**config.mk**
```make
export PLATFORM = sky130hd
export DESIGN_NAME = video_adapter
export DESIGN_NICKNAME = d
export VERILOG_FILES = /design/src/rtl/video_adapter.sv
export SDC_FILE = /design/constraint.sdc
export NUM_CORES = 1
export LEC_CHECK = 0
export ABC_AREA = 1
export CAP_MARGIN = 40
export CORE_MARGIN = 5
export CORE_UTILIZATION = 60
export DETAILED_ROUTE_END_ITERATION = 6
export GPL_TIMING_DRIVEN = 0
export PLACE_DENSITY = 0.86
export SYNTH_ARGS = -nofsm -noshare
export SYNTH_HDL_FRONTEND = slang
export SYNTH_SLANG_ARGS = --single-unit
```
**constraint.sdc**
```tcl
create_clock -name clock -period 10.5 [get_ports clock]
set_clock_uncertainty 0.05 [all_clocks]
set_input_delay 2.1 -clock clock [delete_from_list [all_inputs] [get_ports clock]]
set_output_delay 2.1 -clock clock [all_outputs]
set_load 0.02 [all_outputs]
```
**src/rtl/video_adapter.sv**
```systemverilog
// VGA text/graphics controller. Registered outputs track the X/Y counters with zero lag.
// Sync/colour are registered; video RAM and font ROM are read through 1-cycle synchronous ports.
module video_adapter #(
    parameter int          H_BACK    = 48,
    parameter int          H_VIS     = 640,
    parameter int          H_FRONT   = 16,
    parameter int          H_SYNC    = 96,
    parameter int          V_BACK    = 35,
    parameter int          V_VIS     = 400,
    parameter int          V_FRONT   = 12,
    parameter int          V_SYNC    = 2,
    parameter logic [15:0] TEXT_BASE = 16'h8000,
    parameter int          COLS      = 80,
    parameter int          BLINK_DIV = 12500000
) (
    input  logic        clock,
    input  logic        reset,
    output logic [3:0]  r,
    output logic [3:0]  g,
    output logic [3:0]  b,
    output logic        hs,
    output logic        vs,
    output logic        vblank,
    input  logic        videomode,
    input  logic [11:0] start_addr,
    input  logic [11:0] cursor,
    input  logic [3:0]  cur_start,
    input  logic [3:0]  cur_end,
    input  logic        cur_en,
    input  logic        blink_en,
    output logic [15:0] video_a,
    input  logic [7:0]  video_q,
    output logic [11:0] font_a,
    input  logic [7:0]  font_q
);
    localparam int          HW       = H_BACK + H_VIS + H_FRONT + H_SYNC;
    localparam int          VW       = V_BACK + V_VIS + V_FRONT + V_SYNC;
    localparam logic [11:0] HB       = 12'(H_BACK);
    localparam logic [11:0] HV       = 12'(H_VIS);
    localparam logic [11:0] HS_END   = 12'(H_BACK + H_VIS + H_FRONT);
    localparam logic [11:0] HLAST    = 12'(HW - 1);
    localparam logic [11:0] VB       = 12'(V_BACK);
    localparam logic [11:0] VV       = 12'(V_VIS);
    localparam logic [11:0] VS_START = 12'(V_BACK + V_VIS + V_FRONT);
    localparam logic [11:0] VBL_LINE = 12'(V_BACK + V_VIS);
    localparam logic [11:0] VLAST    = 12'(VW - 1);
    localparam logic [11:0] COLS12   = 12'(COLS);
    localparam logic [31:0] DIV_LAST = 32'(BLINK_DIV - 1);

    logic [11:0] x_q, x_d, y_q, y_d;
    logic [31:0] timer_q, timer_d;
    logic        flash_q, flash_d;
    logic        mode_q;
    logic [11:0] start_q;
    logic [7:0]  row_q, attr_q;
    logic [11:0] font_hold_q;
    logic [15:0] video_a_q, video_a_d;
    logic [11:0] rgb_q, rgb_d;
    logic        hs_q, vs_q, vblank_q;

    logic        ndisp, nvis_row, cvis_row, mask;
    logic [11:0] npx, nfx, ngx, cfx, pix_at, fetch_at, trgb, grgb;
    logic [9:0]  npy;
    logic [3:0]  scan_n, cscan, tcol;
    logic [7:0]  cell_bits, cell_attr;

    function automatic logic [11:0] cmap(input logic [3:0] c);
        if (c == 4'd0)
            return 12'h111;
        else if (c == 4'd7)
            return 12'hCCC;
        else
            return {c[2], {3{c[3]}}, c[1], {3{c[3]}}, c[0], {3{c[3]}}};
    endfunction

    always_comb begin
        x_d = (x_q == HLAST) ? 12'd0 : x_q + 12'd1;
        y_d = y_q;
        if (x_q == HLAST)
            y_d = (y_q == VLAST) ? 12'd0 : y_q + 12'd1;

        timer_d = timer_q + 32'd1;
        flash_d = flash_q;
        if (timer_q == DIV_LAST) begin
            timer_d = 32'd0;
            flash_d = ~flash_q;
        end

        // Everything below describes the pixel that becomes visible next cycle.
        nvis_row = (y_d >= VB) && (y_d < VB + VV);
        ndisp    = nvis_row && (x_d >= HB) && (x_d < HB + HV);
        npx      = x_d - HB;
        npy      = 10'(y_d - VB);
        scan_n   = npy[3:0];

        // Cell row/attr land on the last clock of the previous cell, so bypass them.
        cell_bits = (npx[2:0] == 3'd0) ? font_q  : row_q;
        cell_attr = (npx[2:0] == 3'd0) ? video_q : attr_q;
        pix_at    = start_q + 12'(npy[8:4]) * COLS12 + 12'(npx[11:3]);
        mask      = cell_bits[~npx[2:0]];
        if (blink_en && cell_attr[7] && !flash_d)
            mask = 1'b0;
        if (cur_en && flash_d && (pix_at == cursor) && (cur_start <= scan_n) && (scan_n <= cur_end))
            mask = 1'b1;
        tcol = mask ? cell_attr[3:0] : (blink_en ? {1'b0, cell_attr[6:4]} : cell_attr[7:4]);
        trgb = cmap(tcol);
        grgb = {video_q[7:5], video_q[7], video_q[4:2], video_q[4], video_q[1:0], video_q[1:0]};
        rgb_d = !ndisp ? 12'h000 : (mode_q ? grgb : trgb);

        // Text fetch runs one cell ahead; graphics fetch runs two pixels ahead.
        nfx       = x_d + 12'd8 - HB;
        ngx       = x_d + 12'd2 - HB;
        fetch_at  = start_q + 12'(npy[8:4]) * COLS12 + 12'(nfx[11:3]);
        video_a_d = video_a_q;
        if (!mode_q && nvis_row && (nfx < HV)) begin
            if (nfx[2:0] == 3'd5)
                video_a_d = TEXT_BASE + {3'b000, fetch_at, 1'b0};
            else if (nfx[2:0] == 3'd6)
                video_a_d[0] = 1'b1;
        end else if (mode_q && nvis_row && (ngx < HV)) begin
            video_a_d = 16'(npy[9:1]) * 16'd320 + 16'(ngx[11:1]);
        end

        // Font address follows the char byte combinationally while it is on video_q.
        cvis_row = (y_q >= VB) && (y_q < VB + VV);
        cfx      = x_q + 12'd8 - HB;
        cscan    = 4'(y_q - VB);
        font_a   = font_hold_q;
        if (!mode_q && cvis_row && (cfx < HV) && (cfx[2:0] == 3'd6))
            font_a = {video_q, cscan};
    end

    always_ff @(posedge clock) begin
        if (reset) begin
            x_q         <= '0;
            y_q         <= '0;
            timer_q     <= '0;
            flash_q     <= 1'b0;
            mode_q      <= 1'b0;
            start_q     <= '0;
            row_q       <= '0;
            attr_q      <= '0;
            font_hold_q <= '0;
            video_a_q   <= '0;
            rgb_q       <= '0;
            hs_q        <= 1'b1;
            vs_q        <= 1'b0;
            vblank_q    <= 1'b0;
        end else begin
            x_q         <= x_d;
            y_q         <= y_d;
            timer_q     <= timer_d;
            flash_q     <= flash_d;
            font_hold_q <= font_a;
            video_a_q   <= video_a_d;
            rgb_q       <= rgb_d;
            hs_q        <= (x_d < HS_END);
            vs_q        <= (y_d >= VS_START);
            vblank_q    <= (x_d == 12'd0) && (y_d == VBL_LINE);
            if (x_q == 12'd0 && y_q == 12'd0) begin
                mode_q  <= videomode;
                start_q <= start_addr;
            end
            if (npx[2:0] == 3'd0) begin
                row_q  <= font_q;
                attr_q <= video_q;
            end
        end
    end

    assign {r, g, b} = rgb_q;
    assign hs        = hs_q;
    assign vs        = vs_q;
    assign vblank    = vblank_q;
    assign video_a   = video_a_q;
endmodule

```
==> results by group, run 1 <==
Synth
  – Synthesized Nets: about 1500
  – Syn Inst Count: roughly 1300
  – Synth warn: 0
  – Netlist Area Pre-Place: 9270 um^2
  – EDFF count, synth: 0
  – Most used DFF post-synth: dfxtp_1
  – Flops & latches, synth: 129
  – Syn Area/Cell: between 6 and 7 um^2
  – Post-synth ARST share: 0
  – Sequential share of the synthesized area: 0.279
  – Synth unique cells: 58

Layout
  – Final std cells w/o fill: between 1500 and 2000
  – Final instance area: 11100 um^2
  – Layout cells sized above 1: 0.0947
  – Nets@finish: 1571
  – Ant. Diodes: 0
  – Synth-to-Final Area Change: 19.5%

Floorplanning
  – Die Ht: 134 um
  – Chip Width: roughly 130 um
  – Cell Rows: 45
  – Die area: 18000 um^2
  – Core area: 15200 um^2
  – Starting density of the core: 0.610
  – IO Count: 96

Route
  – Via count: 9119
  – DR WL/cell: around 15 um
  – Drt initial violations: 824
  – DR DRC count: 0
  – Post-Route WL: 25200 um
  – Detailed-route vias per instance: around 5.5
  – Final ANT Viol Nets: 0
  – 1st-pass router iterations: 5

Timing
  – Max Slew Vio Count: 0
  – Fin Hold WS: between 0.3 and 0.4 ns
  – RSZ-0062 raised after global routing: false
  – Fin. Hold Viols: 0
  – Setup TNS: 0 ns
  – Tightest Pin Transition: 0.882 ns
  – Fmax achieved: 0.145 GHz
  – Tmin final: 6.88 ns
  – Final setup viols: 0
  – Fin crit share: 0.655
  – Worst slew margin: 0.412

Global routing
  – First-pass GRT wire length: a little over 40000 um
  – Initial antenna violation count: 0
  – Largest net degree at the start of global routing: 17
  – Total track usage: 0.280
  – Vias in the first global route: 8716
  – Total gr overflow: 0

Setup path
  – WP data arrival: just over 7 ns
  – Critical path startpoint: x_q[0]
  – CP Capture Type: flop
  – CP Max Fanout: 8
  – Largest stage delay on the critical path: a little over 0.5 ns
  – Crit path required time: 10.78 ns
  – WS Path Type: reg2reg
  – CP Launch Type: flop
  – RR Startpoint: x_q[0]
  – CP max-delay cell: fa_1
  – Most used cell, CP: nand2_1

Power and ir drop
  – Logic pwr share: 0.174
  – Clock share of power: 0.449
  – Flop pwr share: 0.377
  – Power per cell area: about 120 nW/um^2
  – Switching component of the power: 0.392 mW
  – Max VDD drop: approximately 120 uV
  – Sw frac: 0.289
  – Pleak: 5.25 nW
  – Pint: roughly 0.96 mW

Place
  – Port Buffers: 95
  – Placed cell areas: around 10000 um^2
  – DP Cell Count: 1613
  – HPWL Detailed: 19500 um
  – Routability congestion estimate: 1.01

Run status
  – Status: complete, no violations

Worst hold path
  – Min-delay src: timer_q[0]
  – Hold WC Path Type: reg2reg

Clock tree
  – Hold_buf cts: 0
  – CTS H-Tree Depth: 4
  – Num CTS Buffers: 17
  – Root Driver: clkbuf_16
  – CTS tree: done
  – Clock Sink Count: 129
  – Clock Latency Late Sink: roughly 0.43 ns
  – Postcts setup bufs: 0
  – Max Root-Sink Buffers: 2
  – Worst-path clk slew: ~0.060 ns
  – Number of gates resized after CTS: 0

Run
  – Max Cap Violations: 0
## sequential cells by signal, indices dropped and copies added, names as in the netlist
signal	cells
start_q	12
flash_q	1
x_q	12
y_q	12
vblank	1
attr_q	8
video_a	16
hs	1
vs	1
rgb_q	12
font_hold_q	12
timer_q	32
row_q	8
mode_q	1
## routing by layer
metal  share of wire  global-route usage  wire length [um]
met1            0.43               0.351             10800
met2            0.46               0.471             11500
met3           0.072              0.0465              1810
met4           0.042               0.131              1050
met5               0                   0                 0
## placed cells by master, fill, tap and decap left out, types with 11 or more instances in the layout
cell type and count:
clkbuf_1 17, dfxtp_1 129, nor2_2 14, inv_1 184, mux2i_1 11, inv_2 22, xor2_1 50, nand2_2 15
a211oi_1 15, o21ai_1 17, o21ai_0 47, nand4_1 27, clkbuf_16 17, nor2_1 157, nand2_1 265, nand3_1 71
xnor2_1 16, ha_1 68, a21oi_1 71, clkdlybuf4s50_1 95, nor3_1 32
## critical path: cells and delay by family (launching register included)
family	cells	cell delay [ns]
compound gates	1	0.50
simple gates	20	2.83
fa+ha+maj	6	2.05
xor+xnor	2	0.31
buf+inv	5	0.54
flops	1	0.48
## cells in the mapped netlist, types with 6 or more instances
cell,n,area [um^2]
a31oi_1,6,37.5
fa_1,6,120
a21oi_1,71,355
a21oi_2,6,52.6
o21ai_1,17,85.1
o21ai_0,47,235
a211oi_1,15,113
dfxtp_1,129,2580
nor2_2,14,87.6
nand2_1,265,995
nor4_1,8,50.1
nor2_1,157,589
xnor2_1,16,140
nand2_4,7,78.8
inv_1,184,691
inv_2,22,82.6
nor3_1,32,160
nand3_2,6,60.1
mux2i_1,11,110
xor2_1,50,438
clkbuf_1,17,63.8
nand2_2,15,93.8
ha_1,68,851
nand3_1,71,355
nand4_1,27,169
## kinds of logic (layout without fill, tap and decap cells)
kind of cell | Yosys count | in the layout | share of synthesized area
and+or+nand+nor | 635 | 635 | 0.323
DFF | 129 | 129 | 0.279
AOI/OAI and AO/OA | 178 | 178 | 0.111
muxes | 11 | 11 | 0.0119
adders and majority gates | 74 | 74 | 0.105
buffers and inverters | 231 | 359 | 0.0972
xor gates and xnor gates | 71 | 71 | 0.0732
## layout make-up
class,instances,area [um^2]
multi-input combinational,969,5790
fill,1261,4130
sequential,129,2580
timing repair buffer,96,958
inverter,207,779
clock buffer,19,453
tap,188,235
clock inverter,13,151
buffer,24,121
## power by group through the flow
stage	clock network [mW]	registers (mW)	logic, mW
global placement	0	0.521	0.222
global route	0.631	0.512	0.262
finish	0.609	0.511	0.235
CTS	0.611	0.510	0.232
detailed placement	0	0.521	0.231
floorplan	0	0.517	0.163
## through the flow
step	setup WS [ns]	power, mW	utilization
after floorplan	4.93	0.681	-
after global placement	3.86	0.743	0.688
after detailed placement	3.77	0.752	0.689
after CTS	3.69	1.35	0.728
after global routing	3.03	1.40	0.728
final	3.62	1.35	0.728
## final timing paths
path	to	cells past startpoint	slack (ns)
setup / recovery	rgb_q[10]	34	3.62
setup reg to reg	rgb_q[10]	34	3.62
hold / removal	timer_q[0]	1	0.40
hold reg to reg	timer_q[0]	1	0.40
No activity file was read; power rests on OpenSTA's default activity.
==> run 2, diff against run 1 <==
--- a/config.mk
+++ b/config.mk
@@ -8,10 +8,10 @@
 export ABC_AREA = 1
 export CAP_MARGIN = 40
 export CORE_MARGIN = 5
-export CORE_UTILIZATION = 60
+export CORE_UTILIZATION = 58
 export DETAILED_ROUTE_END_ITERATION = 6
 export GPL_TIMING_DRIVEN = 0
-export PLACE_DENSITY = 0.86
+export PLACE_DENSITY = 0.83
 export SYNTH_ARGS = -nofsm -noshare
 export SYNTH_HDL_FRONTEND = slang
 export SYNTH_SLANG_ARGS = --single-unit
==> constraint.sdc (replaced) <==
create_clock -name clock -period 6.4 [get_ports clock]
set_clock_uncertainty 0.05 [all_clocks]
set_input_delay 1.28 -clock clock [delete_from_list [all_inputs] [get_ports clock]]
set_output_delay 1.28 -clock clock [all_outputs]
set_load 0.02 [all_outputs]
==> results by group, run 2 (synthesized netlist as in run 1, its figures left out) <==
Worst hold path
  – Min-delay src: timer_q[0]
  – Hold WC Path Type: reg2reg
  – Hold Path Depth: 1

Route
  – 1st-pass router iterations: 6
  – Post-Route WL: 26000 um
  – Drt initial violations: 622
  – DR DRC count: 0
  – DR WL/cell: roughly 15 um
  – Detailed-route vias per instance: 5.44
  – Via count: about 9200
  – Final ANT Viol Nets: 0

Global routing
  – Initial antenna violation count: 0
  – Total track usage: 0.280
  – First-pass GRT wire length: roughly 41000 um
  – Total gr overflow: 0
  – Largest net degree at the start of global routing: 17
  – Vias in the first global route: 8600

Place
  – Placed cell areas: about 11000 um^2
  – HPWL Detailed: 20200 um
  – Routability congestion estimate: around 0.96
  – Placement Setup Slack: -0.376 ns
  – DP Cell Count: 1642
  – Port Buffers: 95

Setup path
  – CP Capture Type: flop
  – RR Startpoint: x_q[9]
  – CP top delay family: simple AND/OR/NAND/NOR gates
  – Most used cell, CP: inv_2
  – Critical path depth: 36
  – CP max-delay cell: fa_1
  – Crit path required time: between 6 and 7 ns
  – WS Path Type: reg2reg
  – Worst R2R Path Depth: 36
  – Largest stage delay on the critical path: approximately 0.48 ns
  – WP data arrival: 6.52 ns
  – Critical path startpoint: x_q[9]
  – CP Launch Type: flop
  – CP Max Fanout: 9
  – CP Buf/Inv Count: 9

Power and ir drop
  – Max VDD drop: 187 uV
  – Power per cell area: 194 nW/um^2
  – Pleak: around 5.3 nW
  – Overall power: 2.19 mW

Clock tree
  – Max Root-Sink Buffers: 2
  – Root Driver: clkbuf_16
  – Clock Sink Count: 129
  – CTS tree: done
  – Hold_buf cts: 0
  – CTS H-Tree Depth: 4
  – Clock Latency Late Sink: 0.43 ns
  – Num CTS Buffers: 17
  – Worst-path clk slew: 0.07 ns

Timing
  – Final setup viols: 0
  – Fin. Hold Viols: 0
  – Tightest Pin Transition: 0.875 ns
  – Worst slew margin: 0.417
  – Max Slew Vio Count: 0
  – Fmax achieved: 0.160 GHz
  – Fin crit share: 0.974
  – Fin Hold WS: 0.406 ns
  – Tmin final: 6.24 ns
  – Worst setup margin: 0.165 ns
  – Setup TNS: 0 ns

Run
  – Max Cap Violations: 0

Layout
  – Nets@finish: roughly 1600
  – Synth-to-Final Area Change: 22.0%
  – Most common cell after layout, fill and taps aside: nand2_1
  – Max FFs per register: 32
  – Final std cells w/o fill: 1683
  – Ant. Diodes: 0
  – Utilization after layout: 0.717
  – Commonest cells after routing, fill and taps aside: 264 x nand2_1, 179 x inv_1, 156 x nor2_1
  – Biggest register: timer_q
  – Layout cells sized above 1: 0.118
  – Final instance area: between 10000 and 15000 um^2

Floorplanning
  – Chip Width: 136 um
  – Die area: ~19000 um^2
  – Core area: 15800 um^2
  – Die Ht: 136 um
  – Starting density of the core: 0.588
  – Cell Rows: 46
  – IO Count: 96

Run status
  – Status: complete, no violations
-- run 2: final cells by class --
class                      instances  area (um^2)
buffer                            24          121
clock inverter                    15          156
clock buffer                      17          425
timing repair buffer             106         1040
sequential                       129         2590
tap                              216          270
fill                            1301         4470
inverter                         207          779
multi-input combinational        969         5920
-- run 2: final timing paths --
check | end | slack, ns
max | rgb_q[4] | 0.16
min | timer_q[0] | 0.41
max reg2reg | rgb_q[4] | 0.16
min reg2reg | timer_q[0] | 0.41
-- run 2: what timing repair did --
item,4_1_cts,5_1_grt
pin swaps,0,9
endpoints found under the hold margin,0,0
endpoints found under the setup margin,12,12
resized for setup,5,25
setup buffers,1,8
-- run 2: worst register-to-register path, delay by kind of cell (launching register included) --
family | cells | cell delay (ns)
AOI/OAI and AO/OA | 5 | 0.84
xor gates and xnor gates | 2 | 0.33
adders and majority gates | 6 | 1.70
buffers and inverters | 9 | 0.90
DFF | 1 | 0.41
and+or+nand+nor | 14 | 1.89
-- run 2: power breakdown --
part	internal [mW]	switching [mW]	leakage [nW]
Clock	0.523	0.436	0.283
Combinational	0.165	0.229	3.96
Sequential	0.821	0.0174	1.05
Total	1.51	0.683	5.28
-- run 2: per-layer routing --
| metal | routed length [um] | up-vias | GRT usage |
|---|---|---|---|
| met3 | 1650 | 82 | 0.0544 |
| li1 | - | 4554 | - |
| met5 | 0 | - | 0 |
| met4 | 1160 | 0 | 0.137 |
| met2 | 12500 | 330 | 0.482 |
| met1 | 10700 | 4190 | 0.332 |
==> run 3, diff against run 2 <==
--- a/config.mk
+++ b/config.mk
@@ -15,3 +15,4 @@
 export SYNTH_ARGS = -nofsm -noshare
 export SYNTH_HDL_FRONTEND = slang
 export SYNTH_SLANG_ARGS = --single-unit
+export TNS_END_PERCENT = 1
==> results of run 3 <==
Same layout as run 2: the final DEF is identical, and so are final timing and power.
